**config.mk**
```make
export PLATFORM = sky130hd
export DESIGN_NAME = load_store_unit_flat
export DESIGN_NICKNAME = d
export VERILOG_FILES = /design/src/rtl/load_store_unit_if.sv /design/src/rtl/load_store_unit.sv /design/src/flat_wrapper.sv
export SDC_FILE = /design/constraint.sdc
export NUM_CORES = 1
export LEC_CHECK = 0
export CAP_MARGIN = 30
export CORE_MARGIN = 8
export CORE_UTILIZATION = 47
export CTS_BUF_LIST = sky130_fd_sc_hd__clkbuf_2
export CTS_CLUSTER_DIAMETER = 30
export DETAILED_ROUTE_END_ITERATION = 8
export PLACE_DENSITY = 0.82
export SLEW_MARGIN = 30
export SYNTH_ARGS = -nofsm -noshare
export SYNTH_HDL_FRONTEND = slang
export SYNTH_SLANG_ARGS = --single-unit
export TNS_END_PERCENT = 20
```
**constraint.sdc**
```tcl
create_clock -name clk -period 3.1 [get_ports clk]
set_input_delay 0.62 -clock clk [delete_from_list [all_inputs] [get_ports clk]]
set_output_delay 0.62 -clock clk [all_outputs]
set_load 0.03 [all_outputs]
```
**src/rtl/load_store_unit_if.sv**
```systemverilog
// Load/store unit bus bundle.
// Carries the MEM-stage request/response handshake and the word-organised
// data memory port.
//   slave  : the load/store unit itself. It accepts requests, returns
//            responses and drives the memory strobes.
//   master : the environment, i.e. the pipeline plus the data memory.
interface load_store_unit_if #(
    parameter int ADDR_WIDTH = 32
);
    // request from the pipeline
    logic                  req_valid;
    logic                  req_ready;
    logic                  req_write;
    logic [1:0]            req_size;
    logic                  req_signed;
    logic [ADDR_WIDTH-1:0] req_addr;
    logic [31:0]           req_wdata;
    // response to the pipeline
    logic                  resp_valid;
    logic                  resp_ready;
    logic [31:0]           resp_rdata;
    logic                  resp_fault;
    // data memory port
    logic [ADDR_WIDTH-1:0] mem_address;
    logic [31:0]           mem_write_data;
    logic                  mem_write;
    logic                  mem_read;
    logic [31:0]           mem_read_data;

    modport slave (
        input  req_valid, req_write, req_size, req_signed, req_addr, req_wdata,
        output req_ready,
        output resp_valid, resp_rdata, resp_fault,
        input  resp_ready,
        output mem_address, mem_write_data, mem_write, mem_read,
        input  mem_read_data
    );

    modport master (
        output req_valid, req_write, req_size, req_signed, req_addr, req_wdata,
        input  req_ready,
        input  resp_valid, resp_rdata, resp_fault,
        output resp_ready,
        input  mem_address, mem_write_data, mem_write, mem_read,
        output mem_read_data
    );
endinterface

```
**src/rtl/load_store_unit.sv**
```systemverilog
// Load/store unit for the MEM stage.
// It handles one request at a time. Byte, halfword and word accesses are
// performed on a word-organised memory. Sub-word stores use read-modify-write,
// and loads are sign- or zero-extended.
// Ports:
//   clk   : rising-edge clock
//   rst_n : asynchronous active-low reset
//   bus   : load_store_unit_if.slave
//           req_* / resp_* handshake and the mem_* port
module load_store_unit #(
    parameter int ADDR_WIDTH = 32
) (
    input  logic                clk,
    input  logic                rst_n,
    load_store_unit_if.slave    bus
);
    typedef enum logic [1:0] {IDLE, READ, WRITE, RESP} state_t;

    state_t state_q, state_d;

    logic [ADDR_WIDTH-1:0] addr_q;
    logic [1:0]            size_q;
    logic                  write_q;
    logic                  signed_q;
    logic [31:0]           wword_q;  // store data; becomes the merged word after READ
    logic [31:0]           rdata_q;
    logic                  fault_q;

    logic        accept;
    logic        fault_in;
    logic        word_store_in;
    logic [31:0] lane_shift;
    logic [31:0] load_ext;
    logic [31:0] merged;

    assign accept = bus.req_valid && (state_q == IDLE);

    // Faults are decided on the incoming request, so a faulting access never
    // reaches the memory strobes.
    assign fault_in = (bus.req_size == 2'b11) ||
                      (bus.req_size == 2'b01 && bus.req_addr[0]) ||
                      (bus.req_size == 2'b10 && bus.req_addr[1:0] != 2'b00);

    assign word_store_in = bus.req_write && (bus.req_size == 2'b10);

    // Move the addressed lane down to bit 0. Halfwords are 2-aligned, so the
    // same shift also serves them.
    assign lane_shift = bus.mem_read_data >> {addr_q[1:0], 3'b000};

    always_comb begin
        load_ext = bus.mem_read_data;
        case (size_q)
            2'b00:   load_ext = signed_q ? {{24{lane_shift[7]}}, lane_shift[7:0]}
                                         : {24'h0, lane_shift[7:0]};
            2'b01:   load_ext = signed_q ? {{16{lane_shift[15]}}, lane_shift[15:0]}
                                         : {16'h0, lane_shift[15:0]};
            default: load_ext = bus.mem_read_data;
        endcase
    end

    // The old word with only the target lane replaced. wword_q still holds
    // the right-justified store data while the state is READ.
    always_comb begin
        merged = bus.mem_read_data;
        if (size_q == 2'b00)
            merged[{addr_q[1:0], 3'b000} +: 8] = wword_q[7:0];
        else
            merged[{addr_q[1], 4'b0000} +: 16] = wword_q[15:0];
    end

    always_ff @(posedge clk or negedge rst_n) begin
        if (!rst_n) state_q <= IDLE;
        else        state_q <= state_d;
    end

    always_comb begin
        state_d            = state_q;
        bus.req_ready      = 1'b0;
        bus.resp_valid     = 1'b0;
        bus.mem_read       = 1'b0;
        bus.mem_write      = 1'b0;
        bus.mem_address    = '0;
        bus.mem_write_data = '0;
        case (state_q)
            IDLE: begin
                bus.req_ready = 1'b1;
                if (accept) begin
                    if (fault_in)           state_d = RESP;
                    else if (word_store_in) state_d = WRITE;
                    else                    state_d = READ;
                end
            end
            READ: begin
                bus.mem_read    = 1'b1;
                bus.mem_address = {addr_q[ADDR_WIDTH-1:2], 2'b00};
                state_d         = write_q ? WRITE : RESP;
            end
            WRITE: begin
                bus.mem_write      = 1'b1;
                bus.mem_address    = {addr_q[ADDR_WIDTH-1:2], 2'b00};
                bus.mem_write_data = wword_q;
                state_d            = RESP;
            end
            RESP: begin
                bus.resp_valid = 1'b1;
                if (bus.resp_ready) state_d = IDLE;
            end
            default: state_d = IDLE;
        endcase
    end

    always_ff @(posedge clk or negedge rst_n) begin
        if (!rst_n) begin
            addr_q   <= '0;
            size_q   <= 2'b00;
            write_q  <= 1'b0;
            signed_q <= 1'b0;
            wword_q  <= '0;
            rdata_q  <= '0;
            fault_q  <= 1'b0;
        end else if (accept) begin
            addr_q   <= bus.req_addr;
            size_q   <= bus.req_size;
            write_q  <= bus.req_write;
            signed_q <= bus.req_signed;
            wword_q  <= bus.req_wdata;
            rdata_q  <= '0;
            fault_q  <= fault_in;
        end else if (state_q == READ) begin
            if (write_q) wword_q <= merged;
            else         rdata_q <= load_ext;
        end
    end

    assign bus.resp_rdata = rdata_q;
    assign bus.resp_fault = fault_q;
endmodule

```
**src/flat_wrapper.sv**
```systemverilog
// flat-port wrapper written by rule: the top's interface ports become plain ports
module load_store_unit_flat 
#(
    parameter int ADDR_WIDTH = 32
)
  (clk, rst_n, bus_req_valid, bus_req_write, bus_req_size, bus_req_signed, bus_req_addr, bus_req_wdata, bus_req_ready, bus_resp_valid, bus_resp_rdata, bus_resp_fault, bus_resp_ready, bus_mem_address, bus_mem_write_data, bus_mem_write, bus_mem_read, bus_mem_read_data);
  load_store_unit_if #(.ADDR_WIDTH(ADDR_WIDTH)) bus_i ();
  input  logic clk;
  input  logic rst_n;
  input wire logic [$bits(bus_i.req_valid)-1:0] bus_req_valid;
  input wire logic [$bits(bus_i.req_write)-1:0] bus_req_write;
  input wire logic [$bits(bus_i.req_size)-1:0] bus_req_size;
  input wire logic [$bits(bus_i.req_signed)-1:0] bus_req_signed;
  input wire logic [$bits(bus_i.req_addr)-1:0] bus_req_addr;
  input wire logic [$bits(bus_i.req_wdata)-1:0] bus_req_wdata;
  output wire logic [$bits(bus_i.req_ready)-1:0] bus_req_ready;
  output wire logic [$bits(bus_i.resp_valid)-1:0] bus_resp_valid;
  output wire logic [$bits(bus_i.resp_rdata)-1:0] bus_resp_rdata;
  output wire logic [$bits(bus_i.resp_fault)-1:0] bus_resp_fault;
  input wire logic [$bits(bus_i.resp_ready)-1:0] bus_resp_ready;
  output wire logic [$bits(bus_i.mem_address)-1:0] bus_mem_address;
  output wire logic [$bits(bus_i.mem_write_data)-1:0] bus_mem_write_data;
  output wire logic [$bits(bus_i.mem_write)-1:0] bus_mem_write;
  output wire logic [$bits(bus_i.mem_read)-1:0] bus_mem_read;
  input wire logic [$bits(bus_i.mem_read_data)-1:0] bus_mem_read_data;
  assign bus_i.req_valid = bus_req_valid;
  assign bus_i.req_write = bus_req_write;
  assign bus_i.req_size = bus_req_size;
  assign bus_i.req_signed = bus_req_signed;
  assign bus_i.req_addr = bus_req_addr;
  assign bus_i.req_wdata = bus_req_wdata;
  assign bus_req_ready = bus_i.req_ready;
  assign bus_resp_valid = bus_i.resp_valid;
  assign bus_resp_rdata = bus_i.resp_rdata;
  assign bus_resp_fault = bus_i.resp_fault;
  assign bus_i.resp_ready = bus_resp_ready;
  assign bus_mem_address = bus_i.mem_address;
  assign bus_mem_write_data = bus_i.mem_write_data;
  assign bus_mem_write = bus_i.mem_write;
  assign bus_mem_read = bus_i.mem_read;
  assign bus_i.mem_read_data = bus_mem_read_data;
  load_store_unit #(.ADDR_WIDTH(ADDR_WIDTH)) u_core (.clk(clk), .rst_n(rst_n), .bus(bus_i));
endmodule
```
## Word level (Yosys, flattened, before mapping)

Index checks and enable logic that the tools add are counted.

- $add $sub $neg: 2
- Equal/unequal tests: 10
- Shift-type cells: 5
- Mux-type cells: 24
- Reduce and logical (&&, ||, !) cells: 15

Operator list:

| kind | number |
|---|---|
| 2-to-1 mux 32 bit | 11 |
| bitwise mux 32 bit | 2 |
| one-hot mux 32 bit (2 select lines) | 1 |
| variable shift 16 x 7 -> 32 bit (first input constant) | 1 |
| variable shift 8 x 7 -> 32 bit (first input constant) | 1 |
| variable part select 16 x 7 -> 32 bit | 1 |
| variable part select 8 x 7 -> 32 bit | 1 |
| right shift 32 x 5 -> 16 bit | 1 |
| negation 5 -> 7 bit | 2 |
| == test 2 bit (second input constant) | 4 |
| 2-to-1 mux 2 bit | 4 |
| one-hot mux 2 bit (4 select lines) | 1 |
| == test 2 x 1 -> 1 bit (second input constant) | 3 |
| AND reduction 2 bit | 3 |
| nonzero test 2 bit | 3 |
| 2-to-1 mux 1 bit | 5 |
| logical AND 1 bit | 4 |
| logical NOT 2 bit | 2 |
| inequality test 2 bit (second input constant) | 2 |
| logical OR 1 bit | 2 |
| inequality test 2 x 1 -> 1 bit (second input constant) | 1 |
| OR reduction 2 bit | 1 |

- Bits in registers: 103
- Word-level logic and storage cells: 64

## Logic depth before layout (Yosys ltp)

Gate-level depths: netlist of run 1.

- Depth in word-level cells: 7
- Mapped depth: 9
- Depth with buffers taken out: 6

## Least setup slack after synthesis of run 1

OpenSTA, ideal clock, no wires.

- Path kind: flip-flop to flip-flop
- Start point: register u_core.addr_q[1]
- End point: register u_core.wword_q[24]
- Setup time: 0.082 ns
- Arrival time: 2.156 ns
- Required time: 3.018 ns
- Slack: 0.862 ns
- Cell stages (with the launch flop): 10
- Buffers on the path: 3
- Clock period less this slack: 2.238 ns
- Cells stage by stage: dfrtp_1 -> buf_2 -> buf_2 -> inv_1 -> ha_1 -> nor4bb_1 -> clkbuf_1 -> a221oi_1 -> a211o_1 -> a31oi_1

- Cells in the longest elaborated chain, start to end: 7
- Elaborated cells on any way between the ends: 12
- Those cells by class: add/sub: 2; shift: 4; mux: 6

RTL lines:

| what | line | text |
|---|---|---|
| from (decl) | load_store_unit.sv:21 | `logic [ADDR_WIDTH-1:0] addr_q;` |
| from (signal assigned) | load_store_unit.sv:122 | `addr_q <= bus.req_addr;` |
| negation 5 -> 7 bit (on tied branches) | load_store_unit.sv:68, load_store_unit.sv:66 |  |
| variable part select 16 x 7 -> 32 bit, or another cell as far along | load_store_unit.sv:68 | `merged[{addr_q[1], 4'b0000} +: 16] = wword_q[15:0];` |
| bitwise mux 32 bit (on tied branches) | load_store_unit.sv:68, load_store_unit.sv:66 |  |
| 2-to-1 mux 32 bit (*) | load_store_unit.sv:65 | `if (size_q == 2'b00)` |
| 2-to-1 mux 32 bit (*) | load_store_unit.sv:130 | `if (write_q) wword_q <= merged;` |
| 2-to-1 mux 32 bit (*) | load_store_unit.sv:129 | `end else if (state_q == READ) begin` |
| 2-to-1 mux 32 bit (*) | load_store_unit.sv:121 | `end else if (accept) begin` |
| to (signal assigned) | load_store_unit.sv:126 | `wword_q <= bus.req_wdata;` |
| to (signal assigned) | load_store_unit.sv:130 |  |
| to (decl) | load_store_unit.sv:25 | `logic [31:0] wword_q;` |

Mark *: on every way between the ends. The rest lies on a longest branch, timed or not. The select of a mux whose other input is x is not followed.
A chain may end at the register's enable or synchronous reset.

## Final worst setup path of run 1

- Start point: register u_core.state_q[0]
- End point: output port bus_mem_write_data[0]

- Cells in the longest elaborated chain, start to end: 2

RTL lines:

| what | line | text |
|---|---|---|
| from (decl) | load_store_unit.sv:19 | `state_t state_q, state_d;` |
| from (signal assigned) | load_store_unit.sv:73 | `else state_q <= state_d;` |
| == test 2 bit | load_store_unit.sv:84 | `case (state_q)` |
| 2-to-1 mux 32 bit | load_store_unit.sv:84 |  |
| to (decl) | flat_wrapper.sv:22 | `output wire logic [$bits(bus_i.mem_write_data)-1:0] bus_mem_write_data;` |

No other way between the ends.

==> results of run 1 <==
==> synth_stat cells (2+ instances only) <==
library cell  number  area [µm²]
a211o_1            8        70.1
nand4_1            2        12.5
nand2_1          131         492
a22oi_1           31         233
a22o_1             8        70.1
nor2b_1            4        25.0
inv_1             10        37.5
ha_1              10         125
buf_4              3        22.5
or2_2              2        12.5
nand3b_1           2        15.0
clkbuf_1          28         105
mux2i_1           19         190
and4_1             2        17.5
nand3_1            8        40.0
a31oi_1            9        56.3
mux2_4             8         120
buf_6              4        45.0
buf_2              6        30.0
and2_1            71         444
a221oi_1          17         149
dfrtp_1          103        2580
a21oi_1           22         110
nor3_1             3        15.0
nor2_1            39         146
nand2b_1           8        50.1
o21ai_0           30         150
o22ai_1           18         113
o31ai_1            8        60.1
buf_1              7        26.3
==> where the power goes <==
group	internal, mW	switching (mW)
sequential	1.96	0.466
combinational	2.20	3.40
clock	0.268	0.468
==> stage by stage <==
stage               instance area (µm²)  hold slack, ns  util [%]  std cells  setup TNS [ns]
floorplan                          5680           0.324         -        637               0
CTS                                7880           0.471      66.2        967           -4.25
global route                       7970           0.483      66.9        968               0
detailed placement                 7760           0.454      65.2        950               0
finish                             7970           0.503      66.9        968               0
global placement                   7760           0.455      65.2        950               0
==> logic make-up (layout without fill, tap and decap cells) <==
logic type | Yosys count | after routing | synth area share (%)
flip-flops | 103 | 103 | 45.4
AND/OR/NAND/NOR | 278 | 278 | 23.1
multiplexers | 27 | 27 | 5.46
AO/OA/AOI/OAI | 159 | 159 | 19.1
other | 1 | 3 | 0.0660
buffers and inverters | 58 | 241 | 4.69
adder cells (fa/ha/maj) | 10 | 10 | 2.20
==> state kept, by name (all words and copies together) (netlist names) <==
| register | flops |
|---|---|
| u_core.wword_q | 32 |
| u_core.write_q | 1 |
| u_core.addr_q | 32 |
| u_core.state_q | 2 |
| u_core.bus.resp_fault | 1 |
| u_core.size_q | 2 |
| u_core.bus.resp_rdata | 32 |
| u_core.signed_q | 1 |
==> area by class of cell <==
cell class / count / share of cell area (%)
diodes: 1 / 0.0314
clock buffers: 9 / 0.565
clock inverters: 7 / 1.19
inverters: 10 / 0.471
multi-input cells: 476 / 35.9
flip-flops and latches: 103 / 32.3
well taps: 147 / 2.31
repair buffers: 215 / 27.2
==> worst min-delay path by stage <==
| stage | start | end | slack, ns | depth (start not counted) |
|---|---|---|---|---|
| 6_report | u_core.addr_q[23] | u_core.addr_q[23] | 0.50 | 2 |
| 5_1_grt | bus_req_addr[28] | u_core.addr_q[28] | 0.48 | 3 |
| 4_1_cts | bus_req_addr[23] | u_core.addr_q[23] | 0.47 | 3 |
| 3_5_place_dp | u_core.addr_q[23] | u_core.addr_q[23] | 0.45 | 2 |
| 3_3_place_gp | u_core.addr_q[29] | u_core.addr_q[29] | 0.46 | 2 |
| 2_1_floorplan | rst_n | u_core.addr_q[0] | 0.32 | 0 |
==> layer usage <==
| metal | share of wire [%] | wire length, µm | GRT usage [%] | vias to the layer above |
|---|---|---|---|---|
| met5 | 0 | 0 | 0 | - |
| met4 | 3.0 | 597 | 9.41 | 0 |
| met3 | 7.5 | 1490 | 5.57 | 42 |
| met2 | 51 | 10100 | 42.5 | 292 |
| met1 | 39 | 7740 | 28.2 | 2736 |
| li1 | - | - | - | 2572 |
==> critical path, stage by stage, from the launching register on <==
cell and delay, ns:
dfrtp_1 0.48, inv_1 0.16, ha_1 0.26, buf_6 0.24
and2_1 0.21, dlygate4sd2_1 0.42
==> placed cells by master (no fill, tap or decap), types with 3 or more instances in the layout <==
cell type and instances:
a211o_1 8, a21oi_1 21, a221oi_1 17, a22o_1 8
a22oi_1 31, a31oi_1 9, and2_1 70, buf_4 11
clkbuf_2 9, clkdlybuf4s50_1 139, dfrtp_1 103, dlygate4sd2_1 31
dlymetal6s2s_1 30, ha_1 9, inv_1 10, mux2_4 8
mux2i_1 19, nand2_1 130, nand2b_1 8, nand3_1 8
nor2_1 39, nor2b_1 4, nor3_1 3, o21ai_0 30
o22ai_1 18, o31ai_1 8
==> timing repair <==
action,CTS,global route
setup endpoints to repair,62,30
endpoints found under the hold margin,27,0
hold buffers,1,0
setup buffers,0,0
gates resized for setup,34,32
==> results.ini, run 1 <==
[sta]
timing.fmax_mhz=336
rsz0062_at_grt=no
slew_headroom_pct=43.3
worstMarginPinSlew_ns=0.851
clock_skew_ns=0.0396
fin_ws_ns=0.127
min_period_over_period_pct=95.9
finalSetupViolCount=0
hold_viol=0
drv_slew=0
min_period_ns=2.97

[synthesis]
syn_area_per_cell_um2=8.93
async_flop_share_pct=100
ys_seq_area_share_pct=45.4
synth_cells=636
ys.warnings.count=0
synth_area_um2=5680
ys.flop_type=dfrtp_1
synth_edf_count=0
yosysUniqueCellTypes=45
ys_seq_elements=103

[finish]
seq_area_um2=2580
multi_input_area_um2=2860
syn2layout_area_growth_pct=40.4
fillers=992
drive_gt1_share_pct=5.37
nets=929

[job]
max_cap_violations=0

[cts]
numCtsBuffers=9
clockBufferDepth=2
cts.reportedPaths.clkPinSlew_ns=0.27
cts_tree=built
h-tree-depth=3
clk-insertion-delay-late_ns=0.61
cts.sinks=103
cts-root-buf=clkbuf_2

[floorplan]
ios=205
initial_core_util_pct=47.7
rows=40
die_x_um=126
fp.dieH_um=126
core_area_um2=11900
die_area_um2=15900

[setup_path]
ff2ff_path_depth=4
crit_type=reg2out
start_kind=flop
reg2reg_from=u_core.size_q[1]
worstPathArrival_ns=2.35
path_max_fanout=32
crit_path_start=u_core.state_q[0]
ff2ff_setup_slack_ns=0.69
critPathRequiredTime_ns=2.48
end_kind=output port
worstSetupEndpoint=bus_mem_write_data[0]
reg2reg_to=u_core.wword_q[3]

[global_route]
grt_max_degree=57
track_usage_pct=24.2
antenna_found_initial=1
grt_overflow=0
grt_pass1_wl_um=30600
grt_pass1_vias=5703

[pwr]
peakVddDrop_uv=843
total_power_mw=8.77
p_leak_nw=4.07
p_per_area_nw_per_um2=1100

[place]
portBuffers=202
dp_slack_ns=0.283
dpl.hpwl_um=15100
gp_congestion=0.890

[detailed_routing]
wl_per_cell_um=20.6
wirelength_um=19900
final_antenna_net_count=0
viasPerCell=5.83
drc=0
dr.pass1.iters=6
num_vias=5642
drt_iter0_drc=688

[outcome]
outcome=completed

[min_path]
hp-class=reg2reg

(Power assumes the default switching activity.)
==> run 2: changes to the inputs <==
GPL_TIMING_DRIVEN = 1   (was unset)
==> results of run 2 <==
Final layout, timing and power as in run 1 (identical DEF).
==> variant 1 (flow settings as in run 2) <==
`ADDR_WIDTH` is set to 32 in 3 places; all go to 48.
--- a/src/rtl/load_store_unit_if.sv
+++ b/src/rtl/load_store_unit_if.sv
@@ -7,3 +7,3 @@
 interface load_store_unit_if #(
-    parameter int ADDR_WIDTH = 32
+    parameter int ADDR_WIDTH = 48
 );
--- a/src/rtl/load_store_unit.sv
+++ b/src/rtl/load_store_unit.sv
@@ -10,3 +10,3 @@
 module load_store_unit #(
-    parameter int ADDR_WIDTH = 32
+    parameter int ADDR_WIDTH = 48
 ) (
--- a/src/flat_wrapper.sv
+++ b/src/flat_wrapper.sv
@@ -3,3 +3,3 @@
 #(
-    parameter int ADDR_WIDTH = 32
+    parameter int ADDR_WIDTH = 48
 )
Interface: changed (resized bus_mem_address and bus_req_addr); port bits go from 205 to 237. The function was not compared with the original's and may differ.
==> variant 1 against run 2 <==
- area after synthesis grew 13%
- synthesized cell count rose by 13%
- cell area up 11%
- via count increased by 7.9%
- setup slack better by 0.040 ns
- fmax is 1.4% higher
- global-route usage fell by 0.50 points
- routed wire length increased by 5.5%
- first-iteration DRC count fell by 34%
- utilization shrank 0.53 points
- total power grew 11%
- sequential cell count up 16
- hold slack got worse by 0.11 ns
- critical path type unchanged
- largest cell class unchanged
==> variant 1: results <==
[cells_and_area]
drive_above_1_share_pct = 12.8
fin_cells = 1129

[place]
port-buffer-count = 234
dp_hpwl_um = 15800

[setup_path]
reg2reg_from = "u_core.state_q[1]"
r2r_cells = 7
r2r_end = "u_core.bus.resp_rdata[29]"
path_max_fanout = 47
slowest_delay_ns = 0.43
r2r_slack_ns = 0.88
crit_arrival_ns = 2.31

[min_path]
hold_path.class = "input port to flop"
hp-start = "bus_req_addr[37]"

[clocking]
clk_pin_slew_worst_paths_ns = 0.20
numCtsBuffers = 17
htreeDepth = 4

[global_route]
grt_max_degree = 60
grt_pass1_wl_um = 33400
track_usage_pct = 23.7

[synthesis]
ys_seq_area_share_pct = 46.5
ys_types = 48
synthTopCellsByArea = "dfrtp_1 47%, nand2_1 11%, and2_1 8.5%"
yosys-top-cells-count = "187 x nand2_1, 119 x dfrtp_1, 87 x and2_1"
synth.avg_cell_area_um2 = 8.89

[routing]
drtPass1Iterations = 5

[status]
status = "complete, no violations"

[power]
ir_drop_v = 0.000661
[variant 1: per-stage QoR]
step | area [µm²] | hold WS [ns] | utilization (%)
final | 8830 | 0.392 | 66.4
after global routing | 8830 | 0.301 | 66.4
after CTS | 9020 | 0.314 | 67.9
after detailed placement | 8840 | 0.455 | 66.5
after global placement | 8840 | 0.450 | 66.5
after floorplan | 6400 | 0.324 | -
[variant 1: worst max path at each step]
stage                           start                   to  slack (ns)
floorplan           u_core.state_q[0]  bus_mem_address[17]        1.01
global placement    u_core.state_q[0]  bus_mem_address[29]        0.59
detailed placement  u_core.state_q[0]  bus_mem_address[36]        0.52
CTS                 u_core.state_q[0]  bus_mem_address[38]        0.02
global route        u_core.state_q[0]  bus_mem_address[21]       -0.05
finish              u_core.state_q[0]  bus_mem_address[21]        0.17
[variant 1: timing repair]
action | 4_1_cts | 5_1_grt
gates cloned | 0 | 0
endpoints found under the hold margin | 56 | 0
endpoints found under the setup margin | 79 | 75
resized for setup | 80 | 115
hold buffers | 1 | 0
[variant 1: cell type report]
type / instances / area [µm²]
clock inverters: 15 / 180
inverters: 10 / 37.5
diodes: 1 / 2.50
fillers: 1149 / 4470
repair buffers: 251 / 2200
clock buffers: 17 / 85.1
flip-flops and latches: 119 / 2980
multi-input cells: 540 / 3120
well taps: 176 / 220
[variant 1: worst min-delay path, delay by kind of cell]
family                 cells  cell delay, ns
buffers and inverters      1            0.39
and+or+nand+nor            2            0.09
[variant 1: cells by family (layout without fill, tap and decap cells)]
kind of cell               after synthesis  in the layout  share of synthesized area [%]
adders and majority gates               10             10                           1.96
and+or+nand+nor                        351            351                           25.5
DFF                                    119            119                           46.5
muxes                                   27             27                           4.38
other                                    1              3                         0.0586
buffers and inverters                   62            293                           4.85
AOI/OAI and AO/OA                      150            150                           16.7
[variant 1: layer usage]
layer	track usage, %	vias up	share of wire, %	wire length, µm
met3	7.83	47	9.0	1890
met2	37.0	267	47	9780
met1	29.2	2860	41	8600
met4	11.2	0	3.5	744
met5	0	-	0	0
li1	-	2913	-	-
[variant 1: power by group through the flow]
| stage | clock, mW | combinational, mW | sequential (mW) |
|---|---|---|---|
| after floorplan | 0 | 3.78 | 2.98 |
| after global placement | 0 | 6.20 | 2.76 |
| after detailed placement | 0 | 6.31 | 2.77 |
| after CTS | 1.11 | 5.97 | 2.74 |
| after global routing | 1.18 | 6.39 | 2.83 |
| final | 1.08 | 5.88 | 2.75 |
==> variant 2 (settings of run 2) <==
Without the edit above. Make the reset (`rst_n`) synchronous in 2 clocked blocks. Comments in the files are not updated.
--- a/src/rtl/load_store_unit.sv
+++ b/src/rtl/load_store_unit.sv
@@ -70,3 +70,3 @@
 
-    always_ff @(posedge clk or negedge rst_n) begin
+    always_ff @(posedge clk) begin
         if (!rst_n) state_q <= IDLE;
@@ -111,3 +111,3 @@
 
-    always_ff @(posedge clk or negedge rst_n) begin
+    always_ff @(posedge clk) begin
         if (!rst_n) begin
Behaviour: differs if rst_n is asserted again (counterexample within 4 cycles, from zero or initial values and one cycle with rst_n low); with rst_n held inactive, the same outputs for 4 cycles.
==> variant 2 against run 2 <==
- setup slack got worse by 0.035 ns
- via count grew 3.4%
- sequential cell count unchanged
- register-to-register slack lost 0.10 ns
- cell area down 4.1%
- sequential share of layout area is 5.4 points lower
- routed wire length is 2.1% lower
- area after synthesis shrank 5.3%
- total power shrank 38%
- critical endpoint is now bus_mem_write_data[30]
- highest routed layer unchanged
==> variant 2: results <==
[global_route]
grt_pass1_vias = 5477
grt_max_degree = 80
antenna_found_initial = 0
grt_pass1_wl_um = 29800

[setup_path]
crit_arrival_ns = 2.39
r2r_slack_ns = 0.59
reg2reg_from = "u_core.addr_q[1]"
r2r_end = "u_core.wword_q[21]"
path_max_fanout = 34
r2r_cells = 6

[power]
ir_drop_v = 0.000369
leakage_nw = 3.42

[routing]
drt_iter0_drc = 495
drt-wirelength-per-cell_um = 19.5

[cells_and_area]
num-fill-cells = 994
antennaDiodeCount = 0
drive_above_1_share_pct = 5.02
fin_cells = 999

[synthesis]
async_reset_ff_share_pct = 0
synth.avg_cell_area_um2 = 7.94
ys_seq_area_share_pct = 38.3
synth.area.mux_share_pct = 3.95

[timing]
holdWs_ns = 0.469
finClkSkew_ns = 0.0249
tightest_slew_ns = 0.880

[place]
dp.cells = 983
dp_hpwl_um = 14700
gp_congestion = 0.940

[min_path]
min_to = "u_core.addr_q[29]"
hp-start = "u_core.addr_q[29]"

[status]
status = "complete, no violations"
==> variant 2: worst reg2reg max path, cell delays in order (launching register included) <==
cell,delay [ns]
dfxtp_1,0.74
inv_1,0.24
ha_1,0.38
nand2b_1,0.10
o41ai_2,0.58
a221oi_1,0.27
nor2_1,0.14
==> variant 2: layout make-up <==
class | count | area (µm²) | area share (%)
tap | 143 | 179 | 2.34
multi-input combinational | 498 | 3000 | 39.2
inverter | 17 | 63.8 | 0.834
sequential | 103 | 2060 | 27.0
clock inverter | 7 | 87.6 | 1.14
timing repair buffer | 222 | 2210 | 28.9
clock buffer | 9 | 45.0 | 0.589
==> variant 2: what timing repair did <==
action	4_1_cts	5_1_grt
endpoints found under the setup margin	31	26
resized for setup	31	26
pin swaps	0	0
hold endpoints to repair	0	0
==> variant 2: metal layers <==
layer  track usage (%)  up-vias  share of wire (%)
met5                 0        -                  0
met1              33.1     2690                 43
met4              11.0        0                3.2
li1                  -     2784                  -
met2              37.8      308                 45
met3              5.25       51                9.5
==> variant 2: worst max-delay path by stage <==
stage	cells after the start	startpoint	slack (ns)	endpoint
after floorplan	8	u_core.addr_q[0]	0.94	u_core.wword_q[27]
final	5	u_core.state_q[0]	0.09	bus_mem_write_data[30]
after global routing	5	u_core.state_q[0]	-0.002	bus_mem_write_data[21]
after global placement	5	bus_req_valid	0.29	u_core.bus.resp_rdata[16]
after detailed placement	5	bus_mem_read_data[23]	0.40	u_core.bus.resp_rdata[29]
after CTS	5	u_core.state_q[0]	0.01	bus_mem_write_data[23]
==> variant 2: through the flow <==
| stage | cell area (µm²) | total power, mW | worst slack [ns] |
|---|---|---|---|
| after global routing | 7650 | 5.76 | -0.00171 |
| after floorplan | 5390 | 3.71 | 0.940 |
| after detailed placement | 7490 | 4.78 | 0.398 |
| after CTS | 7580 | 5.44 | 0.0111 |
| final | 7650 | 5.45 | 0.0923 |
| after global placement | 7490 | 4.70 | 0.290 |
==> variant 2: kinds of logic (layout without fill, tap and decap cells) <==
kind of cell    after synthesis  after routing
buf+inv                      78            255
other cells                   1              2
flops                       103            103
simple gates                224            224
fa+ha+maj                    10             10
compound gates              241            241
mux                          21             21
==> variant 2: where the power goes <==
group / internal, mW / switching [mW] / total (mW)
combinational: 1.05 / 1.76 / 2.81
clock: 0.262 / 0.455 / 0.717
sequential: 1.66 / 0.263 / 1.92
total: 2.98 / 2.48 / 5.45
